==> src/rtl/interrupt_control_pkg.sv <==
// Shared cpu6502 definitions: interrupt FSM encodings, vector low bytes and
// processor-status bit positions (also used by the status register).
package interrupt_control_pkg;

  typedef enum logic [2:0] {
    S_RESET = 3'd0,
    S_IDLE  = 3'd1,
    S_NMI   = 3'd2,
    S_IRQ   = 3'd3,
    S_BRK   = 3'd4
  } state_e;

  localparam logic [7:0] VEC_NMI   = 8'hFA;
  localparam logic [7:0] VEC_RESET = 8'hFC;
  localparam logic [7:0] VEC_IRQ   = 8'hFE;

  localparam int P_C = 0;
  localparam int P_Z = 1;
  localparam int P_I = 2;
  localparam int P_D = 3;
  localparam int P_B = 4;
  localparam int P_V = 6;
  localparam int P_N = 7;

  function automatic logic is_seq(input state_e s);
    return (s == S_NMI) || (s == S_IRQ) || (s == S_BRK);
  endfunction

endpackage

==> src/rtl/interrupt_control_if.sv <==
// Signal bundle between the interrupt sequencer and the rest of the cpu6502 core.
interface interrupt_control_if;

  logic       i_nmi_n;
  logic       i_irq_n;
  logic       i_p_i;
  logic       i_sync;
  logic       i_brk;
  logic       i_vector_fetch;
  logic       i_vector_done;
  logic       o_force_brk;
  logic       o_int_active;
  logic [7:0] o_vector_lo;
  logic       o_b;
  logic       o_set_i;
  logic       o_suppress_write;

  modport slave (
    input  i_nmi_n, i_irq_n, i_p_i, i_sync, i_brk, i_vector_fetch, i_vector_done,
    output o_force_brk, o_int_active, o_vector_lo, o_b, o_set_i, o_suppress_write
  );

  modport master (
    output i_nmi_n, i_irq_n, i_p_i, i_sync, i_brk, i_vector_fetch, i_vector_done,
    input  o_force_brk, o_int_active, o_vector_lo, o_b, o_set_i, o_suppress_write
  );

endinterface

==> src/rtl/interrupt_control_nmi_edge_detect.sv <==
// NMI pin synchroniser and falling-edge latch; a new edge beats a clear
// arriving in the same cycle so no NMI is ever lost.
module interrupt_control_nmi_edge_detect #(
  parameter int SYNC_STAGES = 1
) (
  input  logic i_clk,
  input  logic i_reset,
  input  logic i_nmi_n,
  input  logic i_clr,
  output logic o_latch
);

  logic nmi_cur;
  logic prev_q;
  logic latch_q;
  logic latch_d;
  logic edge_det;

  generate
    if (SYNC_STAGES == 0) begin : g_direct
      assign nmi_cur = i_nmi_n;
    end else begin : g_sync
      logic [SYNC_STAGES-1:0] sync_q;
      always_ff @(posedge i_clk) begin
        if (i_reset) begin
          sync_q <= '1;
        end else begin
          sync_q[0] <= i_nmi_n;
          for (int k = 1; k < SYNC_STAGES; k++) sync_q[k] <= sync_q[k-1];
        end
      end
      assign nmi_cur = sync_q[SYNC_STAGES-1];
    end
  endgenerate

  assign edge_det = prev_q & ~nmi_cur;
  assign latch_d  = edge_det | (latch_q & ~i_clr);

  always_ff @(posedge i_clk) begin
    if (i_reset) begin
      prev_q  <= 1'b1;
      latch_q <= 1'b0;
    end else begin
      prev_q  <= nmi_cur;
      latch_q <= latch_d;
    end
  end

  assign o_latch = latch_q;

endmodule

==> src/rtl/interrupt_control.sv <==
// cpu6502 interrupt sequencer: arbitrates reset/NMI/IRQ/BRK entry and drives
// the forced-BRK, vector select, B value and I-set strobe for the entry sequence.
module interrupt_control
  import interrupt_control_pkg::*;
#(
  parameter int SYNC_STAGES = 1
) (
  input logic                 i_clk,
  input logic                 i_reset,
  interrupt_control_if.slave  bus
);

  state_e state_q, state_d;
  logic   fetched_q, fetched_d;
  logic   hijack_q, hijack_d;
  logic   nmi_latch;
  logic   irq_cur;
  logic   irq_pend;
  logic   in_seq;
  logic   idle_eval;
  logic   take_nmi;
  logic   take_irq;
  logic   nmi_clr;
  logic   nmi_seen;

  generate
    if (SYNC_STAGES == 0) begin : g_irq_direct
      assign irq_cur = bus.i_irq_n;
    end else begin : g_irq_sync
      logic [SYNC_STAGES-1:0] irq_sync_q;
      always_ff @(posedge i_clk) begin
        if (i_reset) begin
          irq_sync_q <= '1;
        end else begin
          irq_sync_q[0] <= bus.i_irq_n;
          for (int k = 1; k < SYNC_STAGES; k++) irq_sync_q[k] <= irq_sync_q[k-1];
        end
      end
      assign irq_cur = irq_sync_q[SYNC_STAGES-1];
    end
  endgenerate

  interrupt_control_nmi_edge_detect #(.SYNC_STAGES(SYNC_STAGES)) u_nmi (
    .i_clk   (i_clk),
    .i_reset (i_reset),
    .i_nmi_n (bus.i_nmi_n),
    .i_clr   (nmi_clr),
    .o_latch (nmi_latch)
  );

  assign irq_pend  = ~irq_cur & ~bus.i_p_i;
  assign in_seq    = is_seq(state_q);
  // A sequence ending this cycle hands the same i_sync to the idle arbiter.
  assign idle_eval = (state_q == S_IDLE) | (in_seq & bus.i_vector_done);
  assign take_nmi  = idle_eval & bus.i_sync & nmi_latch;
  assign take_irq  = idle_eval & bus.i_sync & irq_pend;
  assign nmi_clr   = in_seq & bus.i_vector_fetch;
  // NMI arriving before the vector is read redirects an IRQ/BRK sequence.
  assign nmi_seen  = nmi_latch & ~fetched_q & ((state_q == S_IRQ) | (state_q == S_BRK));

  always_comb begin
    state_d   = state_q;
    fetched_d = fetched_q;
    hijack_d  = hijack_q | nmi_seen;
    if (in_seq && bus.i_vector_fetch) fetched_d = 1'b1;
    if (idle_eval) begin
      state_d   = S_IDLE;
      fetched_d = 1'b0;
      hijack_d  = 1'b0;
      if (take_nmi)                                 state_d = S_NMI;
      else if (take_irq)                            state_d = S_IRQ;
      else if (state_q == S_IDLE && bus.i_brk)      state_d = S_BRK;
    end else if (state_q == S_RESET && bus.i_vector_done) begin
      state_d   = S_IDLE;
      fetched_d = 1'b0;
      hijack_d  = 1'b0;
    end
  end

  always_ff @(posedge i_clk) begin
    if (i_reset) begin
      state_q   <= S_RESET;
      fetched_q <= 1'b0;
      hijack_q  <= 1'b0;
    end else begin
      state_q   <= state_d;
      fetched_q <= fetched_d;
      hijack_q  <= hijack_d;
    end
  end

  always_comb begin
    bus.o_force_brk      = take_nmi | take_irq;
    bus.o_int_active     = 1'b0;
    bus.o_vector_lo      = VEC_IRQ;
    bus.o_b              = 1'b1;
    bus.o_set_i          = 1'b0;
    bus.o_suppress_write = 1'b0;
    case (state_q)
      S_RESET: begin
        bus.o_force_brk      = 1'b1;
        bus.o_int_active     = 1'b1;
        bus.o_vector_lo      = VEC_RESET;
        bus.o_b              = 1'b0;
        bus.o_set_i          = bus.i_vector_fetch & ~i_reset;
        bus.o_suppress_write = 1'b1;
      end
      S_NMI: begin
        bus.o_force_brk  = 1'b1;
        bus.o_int_active = 1'b1;
        bus.o_vector_lo  = VEC_NMI;
        bus.o_b          = 1'b0;
        bus.o_set_i      = bus.i_vector_fetch;
      end
      S_IRQ: begin
        bus.o_force_brk  = 1'b1;
        bus.o_int_active = 1'b1;
        bus.o_vector_lo  = (hijack_q | nmi_seen) ? VEC_NMI : VEC_IRQ;
        bus.o_b          = 1'b0;
        bus.o_set_i      = bus.i_vector_fetch;
      end
      S_BRK: begin
        bus.o_int_active = 1'b1;
        bus.o_vector_lo  = (hijack_q | nmi_seen) ? VEC_NMI : VEC_IRQ;
        bus.o_b          = 1'b1;
        bus.o_set_i      = bus.i_vector_fetch;
      end
      default: ;
    endcase
  end

endmodule
==> src/flat_wrapper.sv <==
// flat-port wrapper written by rule: the top's interface ports become plain ports
module interrupt_control_flat import interrupt_control_pkg::*;
#(
  parameter int SYNC_STAGES = 1
)
  (i_clk, i_reset, bus_i_nmi_n, bus_i_irq_n, bus_i_p_i, bus_i_sync, bus_i_brk, bus_i_vector_fetch, bus_i_vector_done, bus_o_force_brk, bus_o_int_active, bus_o_vector_lo, bus_o_b, bus_o_set_i, bus_o_suppress_write);
  interrupt_control_if bus_i ();
  input logic i_clk;
  input logic i_reset;
  input wire logic [$bits(bus_i.i_nmi_n)-1:0] bus_i_nmi_n;
  input wire logic [$bits(bus_i.i_irq_n)-1:0] bus_i_irq_n;
  input wire logic [$bits(bus_i.i_p_i)-1:0] bus_i_p_i;
  input wire logic [$bits(bus_i.i_sync)-1:0] bus_i_sync;
  input wire logic [$bits(bus_i.i_brk)-1:0] bus_i_brk;
  input wire logic [$bits(bus_i.i_vector_fetch)-1:0] bus_i_vector_fetch;
  input wire logic [$bits(bus_i.i_vector_done)-1:0] bus_i_vector_done;
  output wire logic [$bits(bus_i.o_force_brk)-1:0] bus_o_force_brk;
  output wire logic [$bits(bus_i.o_int_active)-1:0] bus_o_int_active;
  output wire logic [$bits(bus_i.o_vector_lo)-1:0] bus_o_vector_lo;
  output wire logic [$bits(bus_i.o_b)-1:0] bus_o_b;
  output wire logic [$bits(bus_i.o_set_i)-1:0] bus_o_set_i;
  output wire logic [$bits(bus_i.o_suppress_write)-1:0] bus_o_suppress_write;
  assign bus_i.i_nmi_n = bus_i_nmi_n;
  assign bus_i.i_irq_n = bus_i_irq_n;
  assign bus_i.i_p_i = bus_i_p_i;
  assign bus_i.i_sync = bus_i_sync;
  assign bus_i.i_brk = bus_i_brk;
  assign bus_i.i_vector_fetch = bus_i_vector_fetch;
  assign bus_i.i_vector_done = bus_i_vector_done;
  assign bus_o_force_brk = bus_i.o_force_brk;
  assign bus_o_int_active = bus_i.o_int_active;
  assign bus_o_vector_lo = bus_i.o_vector_lo;
  assign bus_o_b = bus_i.o_b;
  assign bus_o_set_i = bus_i.o_set_i;
  assign bus_o_suppress_write = bus_i.o_suppress_write;
  interrupt_control #(.SYNC_STAGES(SYNC_STAGES)) u_core (.i_clk(i_clk), .i_reset(i_reset), .bus(bus_i));
endmodule
==> config.mk <==
export PLATFORM = sky130hd
export DESIGN_NAME = interrupt_control_flat
export DESIGN_NICKNAME = d
export VERILOG_FILES = /design/src/rtl/interrupt_control_pkg.sv /design/src/rtl/interrupt_control_if.sv /design/src/rtl/interrupt_control_nmi_edge_detect.sv /design/src/rtl/interrupt_control.sv /design/src/flat_wrapper.sv
export SDC_FILE = /design/constraint.sdc
export NUM_CORES = 1
export LEC_CHECK = 0
export CORE_AREA = 8 8 45 47
export CTS_CLUSTER_DIAMETER = 120
export CTS_CLUSTER_SIZE = 16
export DETAILED_ROUTE_END_ITERATION = 10
export DIE_AREA = 0 0 53 55
export GPL_ROUTABILITY_DRIVEN = 0
export PLACE_DENSITY = 0.78
export SYNTH_ARGS = -nofsm -noshare
export SYNTH_HDL_FRONTEND = slang
export SYNTH_SLANG_ARGS = --single-unit
==> constraint.sdc <==
create_clock -name i_clk -period 2.8 [get_ports i_clk]
set_input_delay 0.42 -clock i_clk [delete_from_list [all_inputs] [get_ports i_clk]]
set_output_delay 0.42 -clock i_clk [all_outputs]
set_load 0.01 [all_outputs]
==> impl_metrics.env, run 1 <==
export IMPL_cts_buffer_depth=2
export IMPL_cp_max_fo=6
export IMPL_syn_area_per_cell_um2=8.02
export IMPL_status="complete, no violations"
export IMPL_h_tree_depth=1
export IMPL_pre_cts_ws_ns=0.254
export IMPL_grt_max_degree=14
export IMPL_maxCapViolCount=0
export IMPL_crit_family="buffers and inverters"
export IMPL_remaining_drc_errors=0
export IMPL_drt_iter0_drc=8
export IMPL_combPwrFrac=0.313
export IMPL_finalSetupViolations=0
export IMPL_drtAntennaViolNets=0
export IMPL_cts_inserted_buffers=3
export IMPL_io_buffers=15
export IMPL_drt_total_wl_um=1150
export IMPL_die_x_um=53
export IMPL_cts_root_buf="clkbuf_4"
export IMPL_crit_chain="clkdlybuf4s50_1 > nor4bb_1 > o31a_1 > o21ai_2 > nand2_1 > clkdlybuf4s50_1"
export IMPL_switching_share=0.287
export IMPL_drt_vias_per_instance=4.88
export IMPL_final_common_cell="clkdlybuf4s50_1"
export IMPL_p_clk_frac=0.265
export IMPL_clk_pin_slew_ns=0.06
export IMPL_wl_per_cell_um=11.5
export IMPL_layout_min_cycle_time_ns=2.55
export IMPL_antenna_found_initial=0
export IMPL_slowest_delay_ns=0.54
export IMPL_drv_slew=0
export IMPL_rows=14
export IMPL_setup_worst_path_start_class="input port"
export IMPL_intPower_mw=0.254
export IMPL_die_area_um2=2920
export IMPL_setup_tns_ns=0
export IMPL_critPathSlowestCell="clkdlybuf4s50_1"
export IMPL_grt_pass1_vias=489
export IMPL_synth_area_um2=569
export IMPL_worstSetupPathType="in -> out"
export IMPL_final_nets=94
export IMPL_synthCells=71
export IMPL_ioPinCount=22
export IMPL_cts_setup_buffers=0
export IMPL_cts_tree="yes"
export IMPL_core_um2=1380
export IMPL_cp_num_buf_inv=2
export IMPL_fin_skew_ns=0.00305
export IMPL_ys_warn_count=0
export IMPL_rsz0062_at_grt="no"
export IMPL_ys_ff_latch=9
export IMPL_period_share=0.909
export IMPL_crit_path_end_kind="output port"
export IMPL_firstDrtPassIters=4
export IMPL_diodes=0
export IMPL_numClockSinks=9
export IMPL_post_route_util=0.512
export IMPL_initial_core_util=0.411
export IMPL_finalHoldViolations=0
export IMPL_hpwlAfterDp_um=903
export IMPL_arrival_ns=2.13
export IMPL_hold_path_class="reg -> reg"
export IMPL_peakVddDrop_uv=214
export IMPL_globalRouteOverflowTotal=0
export IMPL_syn2layout_area_growth_pct=24.4
export IMPL_p_total_mw=0.356
export IMPL_grt_first_pass_wirelength_um=1940
export IMPL_power_switching_mw=0.102
export IMPL_postCtsHoldBufs=0
export IMPL_dieHeight_um=55
export IMPL_fin_ws_ns=0.254
export IMPL_worstPathRequired_ns=2.38
export IMPL_synth_distinct_cells=28
export IMPL_fmax_mhz=393
export IMPL_layout_drive_gt1_share=0.107
export IMPL_power_density_nw_per_um2=502
export IMPL_p_leak_nw=0.306
export IMPL_path_common_cell="clkdlybuf4s50_1"
export IMPL_via_count=488
export IMPL_ys_seq_area_frac=0.316
export IMPL_clkLatencyLatePin_ns=0.25
export IMPL_p_seq_frac=0.422
export IMPL_cts_resized=0
export IMPL_grt_use_total=0.0883
export IMPL_mostFrequentLayoutCells="clkdlybuf4s50_1, dfxtp_1, nor2_1, a21oi_1, conb_1"
-- metal layers --
metal  vias up  share of wire  track usage
met1       213           0.43       0.0905
li1        257              -            -
met4         0         0.0052       0.0647
met2        16           0.45        0.154
met3         2           0.11       0.0214
met5         -              0            0
-- logic make-up after synthesis --
logic type / after synthesis / share of synthesized area
simple gates: 27 / 0.277
compound gates: 19 / 0.240
buf+inv: 14 / 0.154
flops: 9 / 0.316
other cells: 2 / 0.0132
-- synthesized netlist by cell type, drive strengths merged --
| master | number | area (um^2) |
|---|---|---|
| buf | 9 | 68.8 |
| dfxtp | 9 | 180 |
| a21oi | 6 | 30.0 |
| nor2 | 6 | 22.5 |
| inv | 4 | 15.0 |
| nor2b | 4 | 25.0 |
| or2 | 4 | 25.0 |
| nand2 | 3 | 11.3 |
| o21ai | 3 | 18.8 |
| and3b | 2 | 17.5 |
| conb | 2 | 7.51 |
| nand2b | 2 | 12.5 |
| nor3b | 2 | 15.0 |
| o211a | 2 | 20.0 |
| o22ai | 2 | 12.5 |
| o31a | 2 | 17.5 |
| a211oi | 1 | 7.51 |
| a21o | 1 | 7.51 |
| a221oi | 1 | 15.0 |
| clkbuf | 1 | 3.75 |
| nand3 | 1 | 5.00 |
| nand3b | 1 | 7.51 |
| nor4bb | 1 | 10.0 |
| o21bai | 1 | 7.51 |
| or3 | 1 | 6.26 |
-- state kept, by name, summed over array words and instances, names as in the netlist --
signal	count
u_core.fetched_q	1
u_core.g_irq_sync.irq_sync_q	1
u_core.hijack_q	1
u_core.state_q	3
u_core.u_nmi.g_sync.sync_q	1
u_core.u_nmi.o_latch	1
u_core.u_nmi.prev_q	1
-- layout make-up --
type / instances / area (um^2)
clock buffer: 4 / 26.3
sequential: 9 / 180
timing repair buffer: 15 / 150
tap: 16 / 20.0
fill: 148 / 676
multi-input combinational: 52 / 317
inverter: 4 / 15.0
-- power by group through the flow --
stage          clock network [mW]  registers [mW]  logic, mW
3_5_place_dp                    0           0.153      0.112
3_3_place_gp                    0           0.152      0.112
4_1_cts                     0.102           0.150      0.113
2_1_floorplan                   0           0.143     0.0804
6_report                   0.0944           0.150      0.111
5_1_grt                     0.106           0.152      0.122
-- path summary, 6_finish.rpt --
check,from,end,slack [ns],cells after the start
min,u_core.u_nmi.g_sync.sync_q,u_core.u_nmi.prev_q,0.44,1
max reg2reg,u_core.state_q[2],u_core.state_q[2],1.33,4
min reg2reg,u_core.u_nmi.g_sync.sync_q,u_core.u_nmi.prev_q,0.44,1
max,bus_i_vector_done,bus_o_force_brk,0.25,6
-- per-stage QoR --
stage	cells	instance area, um^2	hold WS (ns)
2_1_floorplan	75	584	0.415
3_3_place_gp	96	682	0.426
3_5_place_dp	96	682	0.430
4_1_cts	100	708	0.443
5_1_grt	100	708	0.459
6_report	100	708	0.441
(Power assumes the default switching activity.)
==> run 2, diff against run 1 <==
--- a/config.mk
+++ b/config.mk
@@ -5,13 +5,14 @@
 export SDC_FILE = /design/constraint.sdc
 export NUM_CORES = 1
 export LEC_CHECK = 0
+export ABC_AREA = 1
 export CORE_AREA = 8 8 45 47
 export CTS_CLUSTER_DIAMETER = 120
 export CTS_CLUSTER_SIZE = 16
 export DETAILED_ROUTE_END_ITERATION = 10
 export DIE_AREA = 0 0 53 55
 export GPL_ROUTABILITY_DRIVEN = 0
-export PLACE_DENSITY = 0.78
+export PLACE_DENSITY = 0.73
 export SYNTH_ARGS = -nofsm -noshare
 export SYNTH_HDL_FRONTEND = slang
 export SYNTH_SLANG_ARGS = --single-unit
==> impl_metrics.env, run 2 <==
export IMPL_cts_root_buf="clkbuf_4"
export IMPL_hold_path_end="u_core.u_nmi.prev_q"
export IMPL_wl_per_cell_um=10.4
export IMPL_cts_setup_buffers=0
export IMPL_syn_area_per_cell_um2=7.11
export IMPL_startpoint="bus_i_vector_done"
export IMPL_via_count=472
export IMPL_synth_area_um2=498
export IMPL_core_um2=1380
export IMPL_ys_seq_area_frac=0.362
export IMPL_initial_core_util=0.360
export IMPL_grt_first_pass_wirelength_um=1600
export IMPL_peakVddDrop_uv=388
export IMPL_synthTopCellsByArea="dfxtp_1, nand2_1, buf_4"
export IMPL_grt_use_total=0.0744
export IMPL_syn2layout_area_growth_pct=33.4
export IMPL_maxCapViolCount=0
export IMPL_power_density_nw_per_um2=837
export IMPL_synth_distinct_cells=19
export IMPL_rsz0062_at_grt="no"
export IMPL_antenna_found_initial=0
export IMPL_grt_max_degree=8
export IMPL_remaining_drc_errors=0
export IMPL_dieHeight_um=55
export IMPL_arrival_ns=1.86
export IMPL_cts_buffer_depth=2
export IMPL_diodes=0
export IMPL_setup_tns_ns=0
export IMPL_fin_skew_ns=0.00396
export IMPL_die_x_um=53
export IMPL_ioPinCount=22
export IMPL_synthCells=70
export IMPL_grt_pass1_vias=410
export IMPL_status="complete, no violations"
export IMPL_final_nets=97
export IMPL_clkLatencyLatePin_ns=0.26
export IMPL_route_met2_wl_um=441
export IMPL_hpwlAfterDp_um=886
export IMPL_nFillCells=134
export IMPL_finalSetupViolations=0
export IMPL_ys_warn_count=0
export IMPL_period_share=0.813
export IMPL_cts_inserted_buffers=3
export IMPL_drt_vias_per_instance=4.58
export IMPL_regToRegSetupSlack_ns=1.61
export IMPL_firstDrtPassIters=4
export IMPL_ys_ff_latch=9
export IMPL_globalRouteOverflowTotal=0
export IMPL_worstSetupPathType="in -> out"
export IMPL_finalHoldViolations=0
export IMPL_regMostFlops="u_core.state_q"
export IMPL_fmax_mhz=439
export IMPL_drt_total_wl_um=1080
export IMPL_mostFrequentLayoutCells="nand2_1, clkdlybuf4s50_1, dfxtp_1, inv_1, conb_1"
export IMPL_drt_iter0_drc=3
export IMPL_postCtsHoldBufs=0
export IMPL_largest_register_ffs=3
export IMPL_synthFlopType="dfxtp_1"
export IMPL_cts_tree="yes"
export IMPL_reg2reg_to="u_core.u_nmi.o_latch"
export IMPL_r2r_cells=6
export IMPL_drtAntennaViolNets=0
export IMPL_crit_path_end_kind="output port"
export IMPL_layout_min_cycle_time_ns=2.28
export IMPL_rows=14
export IMPL_hold_path_class="reg -> reg"
export IMPL_highest_layer="met4"
export IMPL_met1_length_um=494
export IMPL_holdCritStartpoint="u_core.u_nmi.g_sync.sync_q"
export IMPL_setup_worst_path_start_class="input port"
export IMPL_whs_ns=0.431
export IMPL_drv_slew=0
export IMPL_r2r_start="u_core.state_q[1]"
export IMPL_holdPathStages=2
export IMPL_cts_resized=0
export IMPL_clk_pin_slew_ns=0.06
export IMPL_die_area_um2=2920
export IMPL_synth_top_cell_area_share=0.362
export IMPL_synthArstFlopShare=0
export IMPL_worstPathRequired_ns=2.38
export IMPL_synth_edf_count=0
export IMPL_synth_most_common_cell="nand2_1"
export IMPL_io_buffers=15
export IMPL_synth_common_cells="nand2_1, dfxtp_1, inv_1, buf_4"
export IMPL_p_leak_nw=0.289
export IMPL_dr_wl_met3_um=108
export IMPL_numClockSinks=9
export IMPL_h_tree_depth=1
export IMPL_layout_drive_gt1_share=0.184
export IMPL_yosys_area_top_type="dfxtp_1"
export IMPL_cp_max_fo=3
[run 2: cell types whose count changed after synthesis, moves of 3 or more]
| cell | previous run | this run |
|---|---|---|
| nand2_2 | 0 | 4 |
| inv_1 | 4 | 7 |
| nand2_1 | 3 | 15 |
| a21oi_1 | 6 | 1 |
| nand3_1 | 1 | 5 |
| nor2b_1 | 4 | 0 |
[run 2: power by group]
group	total (mW)	internal [mW]	switching (mW)
clock network	0.100	0.0549	0.0453
logic	0.298	0.141	0.157
registers	0.158	0.144	0.0137
total	0.556	0.340	0.216
[run 2: layout make-up]
cell class                      instances  area, um^2  share of cell area
Multi-Input combinational cell         50         254               0.382
Tap cell                               16        20.0              0.0301
Sequential cell                         9         180               0.271
Inverter                                9        33.8              0.0508
Timing Repair Buffer                   15         150               0.226
Clock buffer                            4        26.3              0.0395
[run 2: through the flow]
| step | power, mW | utilization | area [um^2] | worst slack (ns) | instances |
|---|---|---|---|---|---|
| 2_1_floorplan | 0.331 | - | 513 | 1.45 | 74 |
| 3_3_place_gp | 0.459 | 0.461 | 638 | 0.554 | 99 |
| 3_5_place_dp | 0.461 | 0.461 | 638 | 0.525 | 99 |
| 4_1_cts | 0.565 | 0.480 | 664 | 0.509 | 103 |
| 5_1_grt | 0.597 | 0.480 | 664 | 0.421 | 103 |
| 6_report | 0.556 | 0.480 | 664 | 0.523 | 103 |
[run 2: critical path: stages]
cell	delay [ns]
clkdlybuf4s50_1	0.49
nand3_2	0.12
nand2_2	0.10
o211ai_2	0.10
nand2_1	0.08
clkdlybuf4s50_1	0.55
[run 2: metal layers]
| layer | vias up | global-route usage |
|---|---|---|
| li1 | 244 | - |
| met1 | 203 | 0.0837 |
| met2 | 22 | 0.113 |
| met3 | 3 | 0.0214 |
| met4 | 0 | 0.0647 |
| met5 | - | 0 |
[run 2: worst max-delay path by stage]
| stage | to | slack, ns |
|---|---|---|
| global route | bus_o_force_brk | 0.42 |
| floorplan | bus_o_force_brk | 1.45 |
| finish | bus_o_force_brk | 0.52 |
| detailed placement | bus_o_force_brk | 0.52 |
| global placement | bus_o_force_brk | 0.55 |
| CTS | bus_o_force_brk | 0.51 |
[run 2: cells by family (layout without fill, tap and decap cells)]
group / count (synthesis) / count (layout) / share of synthesized area
AND/OR/NAND/NOR: 35 / 35 / 0.344
flip-flops: 9 / 9 / 0.362
AO/OA/AOI/OAI: 9 / 9 / 0.121
buffers and inverters: 15 / 28 / 0.158
other: 2 / 6 / 0.0151
